`src/rtl/symbol_sync.sv`:
```
// Symbol timing recovery and decimation: sign-simplified Gardner detector with
// an error accumulator that stretches or shortens one symbol period by a sample.
module symbol_sync #(
   parameter int SamplesPerSymbol = 4,
   parameter int Threshold        = 4096,
   parameter int AccWidth         = 18
) (
   input  logic               clk,
   input  logic               rst,
   input  logic signed [11:0] in,
   input  logic               in_valid,
   output logic signed [11:0] sym_out,
   output logic               sym_valid,
   output logic               slip_early,
   output logic               slip_late
);

   localparam int P  = SamplesPerSymbol;
   localparam int CW = $clog2(P + 2);
   localparam int W  = AccWidth + 2;
   localparam logic signed [W-1:0] SAT = W'((1 <<< (AccWidth - 1)) - 1);
   localparam logic signed [W-1:0] THR = W'(Threshold);

   generate
      if ((P < 4) || ((P % 2) != 0)) begin : g_bad_param
         $error("symbol_sync: SamplesPerSymbol must be even and >= 4");
      end
   endgenerate

   logic signed [11:0]         hist_q [P];
   logic signed [11:0]         hist_d [P];
   logic [CW-1:0]              cnt_q, cnt_d;
   logic [CW-1:0]              per_q, per_d;
   logic signed [AccWidth-1:0] acc_q, acc_d;
   logic signed [11:0]         sym_out_q, sym_out_d;
   logic                       sym_valid_q, sym_valid_d;
   logic                       slip_early_q, slip_early_d;
   logic                       slip_late_q, slip_late_d;

   logic signed [11:0]         mid, prev;
   logic signed [12:0]         diff, err;
   logic signed [W-1:0]        sum, acc_n;

   always_comb begin
      hist_d       = hist_q;
      cnt_d        = cnt_q;
      per_d        = per_q;
      acc_d        = acc_q;
      sym_out_d    = sym_out_q;
      sym_valid_d  = 1'b0;
      slip_early_d = 1'b0;
      slip_late_d  = 1'b0;

      // history is read before this cycle's shift: h[k-1] is k samples older
      mid  = hist_q[P/2 - 1];
      prev = hist_q[P - 1];
      diff = {prev[11], prev} - {in[11], in};
      if (mid == '0)
         err = '0;
      else if (mid[11])
         err = -diff;
      else
         err = diff;

      sum = $signed({{(W - AccWidth){acc_q[AccWidth-1]}}, acc_q})
          + $signed({{(W - 13){err[12]}}, err});
      acc_n = sum;
      if (sum > SAT)
         acc_n = SAT;
      else if (sum < -SAT)
         acc_n = -SAT;

      if (in_valid) begin
         hist_d[0] = in;
         for (int i = 1; i < P; i++) begin
            hist_d[i] = hist_q[i-1];
         end
         if (cnt_q == per_q - CW'(1)) begin
            cnt_d       = '0;
            sym_out_d   = in;
            sym_valid_d = 1'b1;
            if (acc_n >= THR) begin
               slip_early_d = 1'b1;
               per_d        = CW'(P + 1);
               acc_d        = '0;
            end else if (acc_n <= -THR) begin
               slip_late_d = 1'b1;
               per_d       = CW'(P - 1);
               acc_d       = '0;
            end else begin
               per_d = CW'(P);
               acc_d = acc_n[AccWidth-1:0];
            end
         end else begin
            cnt_d = cnt_q + CW'(1);
         end
      end
   end

   always_ff @(posedge clk) begin
      if (rst) begin
         for (int i = 0; i < P; i++) begin
            hist_q[i] <= '0;
         end
         cnt_q        <= '0;
         per_q        <= CW'(P);
         acc_q        <= '0;
         sym_out_q    <= '0;
         sym_valid_q  <= 1'b0;
         slip_early_q <= 1'b0;
         slip_late_q  <= 1'b0;
      end else begin
         hist_q       <= hist_d;
         cnt_q        <= cnt_d;
         per_q        <= per_d;
         acc_q        <= acc_d;
         sym_out_q    <= sym_out_d;
         sym_valid_q  <= sym_valid_d;
         slip_early_q <= slip_early_d;
         slip_late_q  <= slip_late_d;
      end
   end

   assign sym_out    = sym_out_q;
   assign sym_valid  = sym_valid_q;
   assign slip_early = slip_early_q;
   assign slip_late  = slip_late_q;

endmodule

```
`config.mk`:
```
export PLATFORM = sky130hd
export DESIGN_NAME = symbol_sync
export DESIGN_NICKNAME = d
export VERILOG_FILES = /design/src/rtl/symbol_sync.sv
export SDC_FILE = /design/constraint.sdc
export NUM_CORES = 1
export LEC_CHECK = 0
export CAP_MARGIN = 25
export CORE_MARGIN = 3
export CORE_UTILIZATION = 65
export CTS_CLUSTER_SIZE = 24
export DETAILED_ROUTE_END_ITERATION = 10
export GPL_TIMING_DRIVEN = 0
export PLACE_DENSITY = 0.94
export SKIP_CTS_REPAIR_TIMING = 1
export SLEW_MARGIN = 15
export SYNTH_ARGS = -nofsm -noshare
export SYNTH_HDL_FRONTEND = slang
export SYNTH_SLANG_ARGS = --single-unit
```
`constraint.sdc`:
```
create_clock -name clk -period 13.9 [get_ports clk]
set_clock_uncertainty 0.05 [all_clocks]
set_input_delay 1.39 -clock clk [delete_from_list [all_inputs] [get_ports clk]]
set_output_delay 1.39 -clock clk [all_outputs]
set_load 0.1 [all_outputs]
```
---- Yosys cells after proc, flatten, opt, wreduce, memory -nomap -nowiden ----
Cells that the tools add are included.
word-level totals
  register bits after elaboration ......... 87
  input bits .............................. 15
  output and inout bits ................... 15
  word-level logic and storage cells ...... 40
cells by class
  add/sub/neg operators ................... 5
  magnitude comparators ................... 4
  eq/ne operators ......................... 1
  mux-type cells .......................... 12
  bitwise gates (word level) .............. 2
  reductions and logical operators ........ 5
operators with widths
  kind                                                                 number
  two-way mux 20 bit                                                   2
  two-way mux 18 bit                                                   2
  two-way mux 13 bit                                                   2
  greater-or-equal comparator 20 x 14 -> 1 bit, second input constant  1
  less-or-equal comparator 20 x 13 -> 1 bit, second input constant     1
  adder 18 x 13 -> 19 bit                                              1
  greater-than comparator 19 x 18 -> 1 bit, second input constant      1
  less-than comparator 19 x 18 -> 1 bit, second input constant         1
  negator 13 bit                                                       1
  subtractor 12 x 12 -> 13 bit                                         1
  logical NOT 12 bit                                                   1
  two-way mux 3 bit                                                    3
  OR reduction 4 bit                                                   1
  adder 3 x 1 -> 3 bit, second input constant                          1
  == test 3 bit                                                        1
  two-way mux 1 bit                                                    3
  OR reduction 3 bit                                                   1
  subtractor 3 x 1 -> 3 bit, second input constant                     1
  NOT 1 bit                                                            2
  AND reduction 2 bit                                                  1
  OR reduction 2 bit                                                   1

---- Logic depth before layout (Yosys ltp) ----
Gate-level depths: netlist (run 1).
  word-level depth ........................ 11
  depth in mapped cells ................... 26
  depth with buffers taken out ............ 25

---- Least setup slack after synthesis (run 1) ----
OpenSTA, ideal clock, no wires.
  path kind ............................... in2reg
  start point ............................. input in[6]
  end point ............................... register acc_q[10]
  setup time .............................. 0.087 ns
  arrival ................................. 6.462 ns
  data required time ...................... 13.763 ns
  setup slack ............................. 7.301 ns
  stages on the path ...................... 23
  path buffers ............................ 2
  cell sequence ........................... inv_1 -> ha_1 -> a21o_1 -> or4_1 -> nand3_1 -> nand2_1 -> or4b_2 -> o31ai_1 -> xor2_1 -> nor2_1 -> ha_1 -> o21a_1 -> nor2_1 -> nor2b_1 -> a31o_2 -> clkbuf_1 -> or4_1 -> nand2b_1 -> a21oi_1 -> a2bb2oi_1 -> a21oi_2 -> buf_2 -> o31ai_1
between the ends
  longest elaborated chain between the ends .. 11
  elaborated cells between the ends (all ways) .. 13
  classes of those cells .................. 3 x add/sub; 4 x order compare; 6 x mux
ends and longest elaborated chain
  element                                    RTL line  text
  start: declaration                         10        input logic signed [11:0] in,
  subtractor 12 x 12 -> 13 bit *             57        diff = {prev[11], prev} - {in[11], in};
  negator 13 bit                             61        err = -diff;
  two-way mux 13 bit *                       60        else if (mid[11])
  two-way mux 13 bit *                       58        if (mid == '0)
  adder 18 x 13 -> 19 bit *                  66        + $signed({{(W - 13){err[12]}}, err});
  less-than comparator 19 x 18 -> 1 bit      70        else if (sum < -SAT)
  two-way mux 20 bit                         70
  two-way mux 20 bit *                       68        if (sum > SAT)
  less-or-equal comparator 20 x 13 -> 1 bit  86        end else if (acc_n <= -THR) begin
  two-way mux 18 bit                         86
  two-way mux 18 bit *                       82        if (acc_n >= THR) begin
  end signal: assignment                     107       acc_q <= '0;
  end signal: assignment                     116       acc_q <= acc_d;
  end: declaration                           34        logic signed [AccWidth-1:0] acc_q, acc_d;
Every way passes the cells marked *; elsewhere a longest branch is shown, timed or not.
A chain may end at the register's enable or synchronous reset.

---- Final worst setup path (run 1) ----
  start point ............................. input in[1]
  end point ............................... register per_q[0]
between the ends
  longest elaborated chain between the ends .. 11
  elaborated cells between the ends (all ways) .. 13
  classes of those cells .................. 3 x add/sub; 4 x order compare; 6 x mux
ends and longest elaborated chain
  element                                    RTL line  text
  subtractor 12 x 12 -> 13 bit *             57
  negator 13 bit                             61
  two-way mux 13 bit *                       60
  two-way mux 13 bit *                       58
  adder 18 x 13 -> 19 bit *                  66
  less-than comparator 19 x 18 -> 1 bit      70
  two-way mux 20 bit                         70
  two-way mux 20 bit *                       68
  less-or-equal comparator 20 x 13 -> 1 bit  86
  two-way mux 3 bit                          86
  two-way mux 3 bit *                        82
  end signal: assignment                     106       per_q <= CW'(P);
  end signal: assignment                     115       per_q <= per_d;
  end: declaration                           33        logic [CW-1:0] per_q, per_d;
Marks and branches as above.

==> flow_summary.toml, run 1 <==
[cts]
numCtsBuffers = 9
htree_levels = 3
clock_latency_ns = 0.38
cts.root.buffer_cell = "clkbuf_8"
clockBufferDepth = 2
clk_pin_slew_ns = 0.10
clkSinkCount = 87
tritoncts = "built"

[routing]
num_vias = 5254
vias_per_cell = 6.61
ant_nets = 0
first_pass_iters = 5
drtIter0Drc = 489
drc_errors = 0
wirelength_mm = 15.3
avgRoutedWirePerCell_um = 19.3

[die]
row_count = 32
dieArea_sq_um = 9380
die_x_um = 96.8
die_h_um = 96.8
coreArea_sq_um = 7850
io_pins = 30
start_util_pct = 68.3

[place]
numPortBuffers = 28
gp_congestion = 0.932
hpwl_mm = 10.6

[global_route]
grt_first_pass_wirelength_mm = 25.2
grt.overflow.total = 0
grt_pass1_vias = 5181
antenna_found_initial = 0
grt_usage_pct = 32.2
grt_max_degree = 18

[power_and_ir_drop]
power_density_nw_per_um2 = 102
p_leak_uw = 0.00254
ir_drop_mv = 0.0862

[worst_setup_path]
startpoint_type = "input port"
critical_path.top_delay_family = "simple AND/OR/NAND/NOR gates"
worstPathRequired_ns = 14.17
crit_arrival_ns = 8.15
cp_num_buf_inv = 3
slowest_delay_ns = 0.71
crit_slowest_cell = "or4b_2"
path_class = "in2reg"
cp_max_fo = 10
crit_top_cell = "nor2_1"
cp-end-kind = "flop"

[sta]
finalHoldViolCount = 0
finalCritPeriodShare_pct = 56.7
setup_viol = 0
rsz0062_at_grt = "false"
period_minus_slack_ns = 7.88
slew_headroom_pct = 32.6
worstMarginPinSlew_ns = 1.01
slew_violations = 0
fmax_ghz = 0.127
tns_ns = 0

[status]
status = "completed"

[synth]
postSynthCellCount = 649
netlist_top_cells_count = "106 x nor2_1, 87 x dfxtp_1, 55 x mux2i_1"
yosysTopAreaCell = "dfxtp_1"
synth_top_area_share_pct = 32.5
ys_warn_count = 0
synth.area.top_cells = "dfxtp_1 32%, mux2i_1 10%, nor2_1 7.4%"
yosys.cell_types.count = 64
synthFlopType = "dfxtp_1"
syn_area_sq_um = 5360
yosysMostFrequentCell = "nor2_1"
yosysSeqAreaShare_pct = 32.5
avgSynthCellArea_sq_um = 8.26
ys_seq_elements = 87
synth_edf_count = 0
syn_nets = 694
ys_async_sr_fraction_pct = 0

[final_layout]
n_antenna_cell = 0
drive_gt1_share_pct = 5.19
regArea_sq_um = 1740
syn_to_final_growth_pct = 11.9
num-fill-cells = 511
multiInputGateArea_sq_um = 3370
post-route-util_pct = 76.5
layout.nets = 733

[worst_hold_path]
hold_class = "reg2reg"

[job]
drv_cap = 0
where the power goes:
group,internal (uW),switching (uW)
Combinational,49.8,88.1
Sequential,255,4.65
Clock,105,107
kinds of logic (layout without fill, tap and decap cells):
logic type | after synthesis | after routing | share of synthesized area, %
multiplexers | 56 | 56 | 10.7
adder cells (fa/ha/maj) | 33 | 33 | 7.84
AO/OA/AOI/OAI | 148 | 148 | 18.9
flip-flops | 87 | 87 | 32.5
buffers and inverters | 63 | 107 | 4.74
AND/OR/NAND/NOR | 221 | 221 | 18.6
XOR/XNOR | 41 | 41 | 6.70
worst paths after layout:
path | cells after the start | endpoint | slack, ns | startpoint
worst max-delay path | 26 | per_q[0] | 6.02 | in[1]
worst min-delay path | 2 | acc_q[11] | 0.42 | acc_q[11]
worst max register to register | 26 | per_q[0] | 7.24 | prev[0]
worst min register to register | 2 | acc_q[11] | 0.42 | acc_q[11]
state kept, by name, summed over array words and instances (netlist names):
register    cells
mid            12
per_q           3
cnt_q           3
hist_q         24
acc_q          18
slip_late       1
slip_early      1
prev           12
sym_out        12
sym_valid       1
routing by layer:
metal | track usage, % | wire length [um]
met4 | 16.1 | 619
met5 | 0 | 0
met1 | 40.5 | 6260
met3 | 5.26 | 1160
met2 | 53.3 | 7300
per-stage QoR:
| stage | hold slack [ns] | setup WS, ns | cells | total power, uW | instance area, sq um |
|---|---|---|---|---|---|
| final | 0.420 | 6.02 | 795 | 610 | 6000 |
| after global routing | 0.444 | 5.75 | 795 | 628 | 6000 |
| after CTS | 0.421 | 6.19 | 795 | 602 | 6000 |
| after detailed placement | 0.406 | 5.96 | 779 | 396 | 5770 |
| after global placement | 0.394 | 6.13 | 779 | 389 | 5770 |
| after floorplan | 0.382 | 7.30 | 649 | 363 | 5360 |
placed cells by master, fill, tap and decap left out, types with 7 or more instances in the layout:
cell type	count
nor2_1	106
dfxtp_1	87
mux2i_1	55
nand2_1	46
a21oi_1	41
inv_1	28
ha_1	28
clkdlybuf4s50_1	28
o21ai_0	27
clkbuf_1	22
xor2_1	21
xnor2_1	20
o31ai_1	16
nand3_1	11
nor3_1	9
and3_1	9
clkbuf_8	9
nor4_1	8
buf_1	7
o21a_1	7
nor2b_1	7
area by class of cell:
class | instances | share of cell area [%]
multi-input combinational | 499 | 56.1
clock buffer | 9 | 2.06
clock inverter | 7 | 1.79
tap | 102 | 2.13
inverter | 29 | 1.86
timing repair buffer | 28 | 4.67
buffer | 34 | 2.38
sequential | 87 | 29.0
worst reg2reg max path: stages, from the launching register on:
cell and delay (ns):
dfxtp_1 0.35, inv_1 0.06, ha_1 0.21, fa_1 0.43
nand2b_1 0.19, a221oi_1 0.29, o211ai_1 0.17, nand2_1 0.12
nand2_1 0.08, or4b_2 0.71, o31ai_1 0.26, xor2_1 0.18
nor2_1 0.08, ha_1 0.33, o21a_1 0.11, nor2_1 0.31
nor2b_1 0.09, a31o_2 0.26, and3_1 0.22, nor2_1 0.12
mux2i_1 0.13, a2bb2oi_1 0.34, xnor2_1 0.41, clkbuf_1 0.41
nor3_1 0.15, a221oi_1 0.36, o31a_1 0.20
Note: power is estimated with default switching activity, not from simulation.
==> inputs of run 2 (changes only) <==
Settings changed: CORE_UTILIZATION 65 to 55, PLACE_DENSITY 0.94 to 0.85.
Clock period 13.9 ns to 6.5 ns, I/O delays scaled along.
==> flow_summary.toml, run 2 (synthesis gave the netlist of run 1 again) <==
[power_and_ir_drop]
switching_share_pct = 32.8
cell_internal_pwr_uw = 859
p_clk_share_pct = 31.1
p_sw_uw = 418
ir_drop_mv = 0.198
seq_power_share_pct = 43.4
p_leak_uw = 0.00264
combinationalPowerShare_pct = 25.5
power_density_nw_per_um2 = 204

[routing]
ant_nets = 0
vias_per_cell = 5.94
first_pass_iters = 5
drc_errors = 0
avgRoutedWirePerCell_um = 16.8
num_vias = 4946
drtIter0Drc = 369
wirelength_mm = 14.0

[die]
die_x_um = 105
io_pins = 30
coreArea_sq_um = 9370
dieArea_sq_um = 11000
row_count = 35
start_util_pct = 57.2
die_h_um = 105

[sta]
fmax_ghz = 0.162
finalHoldViolCount = 0
slew_headroom_pct = 33.4
rsz0062_at_grt = "false"
period_minus_slack_ns = 6.19
worstMarginPinSlew_ns = 0.995
setup_viol = 0
finalCritPeriodShare_pct = 95.2
slew_violations = 0

[place]
gp_congestion = 0.865
dpl-instance-area_sq_um = 5800
placed_cells = 806
hpwl_mm = 10.2
numPortBuffers = 28

[worst_setup_path]
reg2reg_to = "acc_q[10]"
worstRegToRegCells = 25
cp_num_buf_inv = 5
path_class = "in2reg"
crit_arrival_ns = 6.41
worstReg2RegStart = "prev[0]"
cp_max_fo = 10
worstPathRequired_ns = 6.73
slowest_delay_ns = 0.57
critical_path.top_delay_family = "simple AND/OR/NAND/NOR gates"
cp-end-kind = "flop"
crit_slowest_cell = "or4b_4"
startpoint_type = "input port"
r2r_slack_ns = 0.82

[final_layout]
largest_register_ffs = 24
top_register = "hist_q"
syn_to_final_growth_pct = 16.8
post-route-util_pct = 66.8
layout.nets = 744
stdcell_count = 833
n_antenna_cell = 0
finalInstanceArea_sq_um = 6260
drive_gt1_share_pct = 9.38
reg.largest.list = "hist_q x24, acc_q x18"
layout_common_cells = "105 x nor2_1, 87 x dfxtp_1, 54 x mux2i_1"
final_common_cell = "nor2_1"

[global_route]
antenna_found_initial = 0
grt_pass1_vias = 4703
grt_usage_pct = 25.0
grt_max_degree = 17
grt_first_pass_wirelength_mm = 22.8
grt.overflow.total = 0

[cts]
clock_latency_ns = 0.37
clockBufferDepth = 2
clk_pin_slew_ns = 0.09
clkSinkCount = 87
tritoncts = "built"
htree_levels = 3
numCtsBuffers = 9
cts.root.buffer_cell = "clkbuf_8"

[worst_hold_path]
hp-start = "acc_q[9]"
hold_end = "acc_q[9]"
hold_depth = 2
hold_class = "reg2reg"

[status]
status = "completed"

[job]
drv_cap = 0
## run 2: worst register-to-register path: stages, from the launching register on
cell	delay, ns
dfxtp_1	0.34
inv_1	0.04
ha_1	0.22
fa_2	0.38
nand2b_1	0.18
a221oi_1	0.29
o211ai_1	0.16
nand2_1	0.12
nand2_1	0.08
or4b_4	0.57
o31ai_4	0.19
xor2_1	0.16
nor2_1	0.07
ha_1	0.32
o21a_1	0.14
nor2_4	0.14
nor2b_1	0.07
a31o_2	0.25
clkbuf_2	0.19
or4_4	0.45
nand2b_1	0.20
a21oi_2	0.21
a2bb2oi_4	0.23
a21oi_4	0.13
buf_6	0.18
o31ai_1	0.24
## run 2: per-layer routing
layer / track usage, % / wire length (um)
met5: 0 / 0
met1: 31.2 / 6080
met4: 9.37 / 386
met2: 42.4 / 6830
met3: 4.94 / 725
## run 2: through the flow
step           total power [uW]  setup TNS [ns]  setup WS [ns]  hold WS, ns
2_1_floorplan               776               0          0.641        0.382
3_3_place_gp                836           -9.82         -0.549        0.396
3_5_place_dp                846          -12.77         -0.717        0.403
4_1_cts                    1230           -6.39         -0.432        0.421
5_1_grt                    1330               0         0.0455        0.443
6_report                   1280               0          0.313        0.419
## run 2: worst max-delay path by stage
stage / start / slack [ns] / endpoint / depth (start not counted)
after floorplan: in[6] / 0.64 / acc_q[10] / 23
after global placement: in[1] / -0.55 / acc_q[4] / 25
after detailed placement: in[1] / -0.72 / acc_q[10] / 25
after CTS: in[1] / -0.43 / acc_q[10] / 25
after global routing: in[0] / 0.05 / per_q[2] / 21
final: in[4] / 0.31 / acc_q[10] / 26
## run 2: power by group through the flow
stage	clock network, uW	logic [uW]	registers [uW]
final	397	326	554
after global routing	418	353	555
after CTS	397	283	554
after detailed placement	0	280	566
after global placement	0	270	565
after floorplan	0	204	573
## run 2: final cells by class
class / instances / area [sq um]
buffer: 34 / 153
clock buffer: 10 / 128
clock inverter: 6 / 78.8
fill: 721 / 3110
inverter: 29 / 111
multi-input combinational: 499 / 3520
sequential: 87 / 1740
tap: 129 / 161
timing repair buffer: 39 / 365
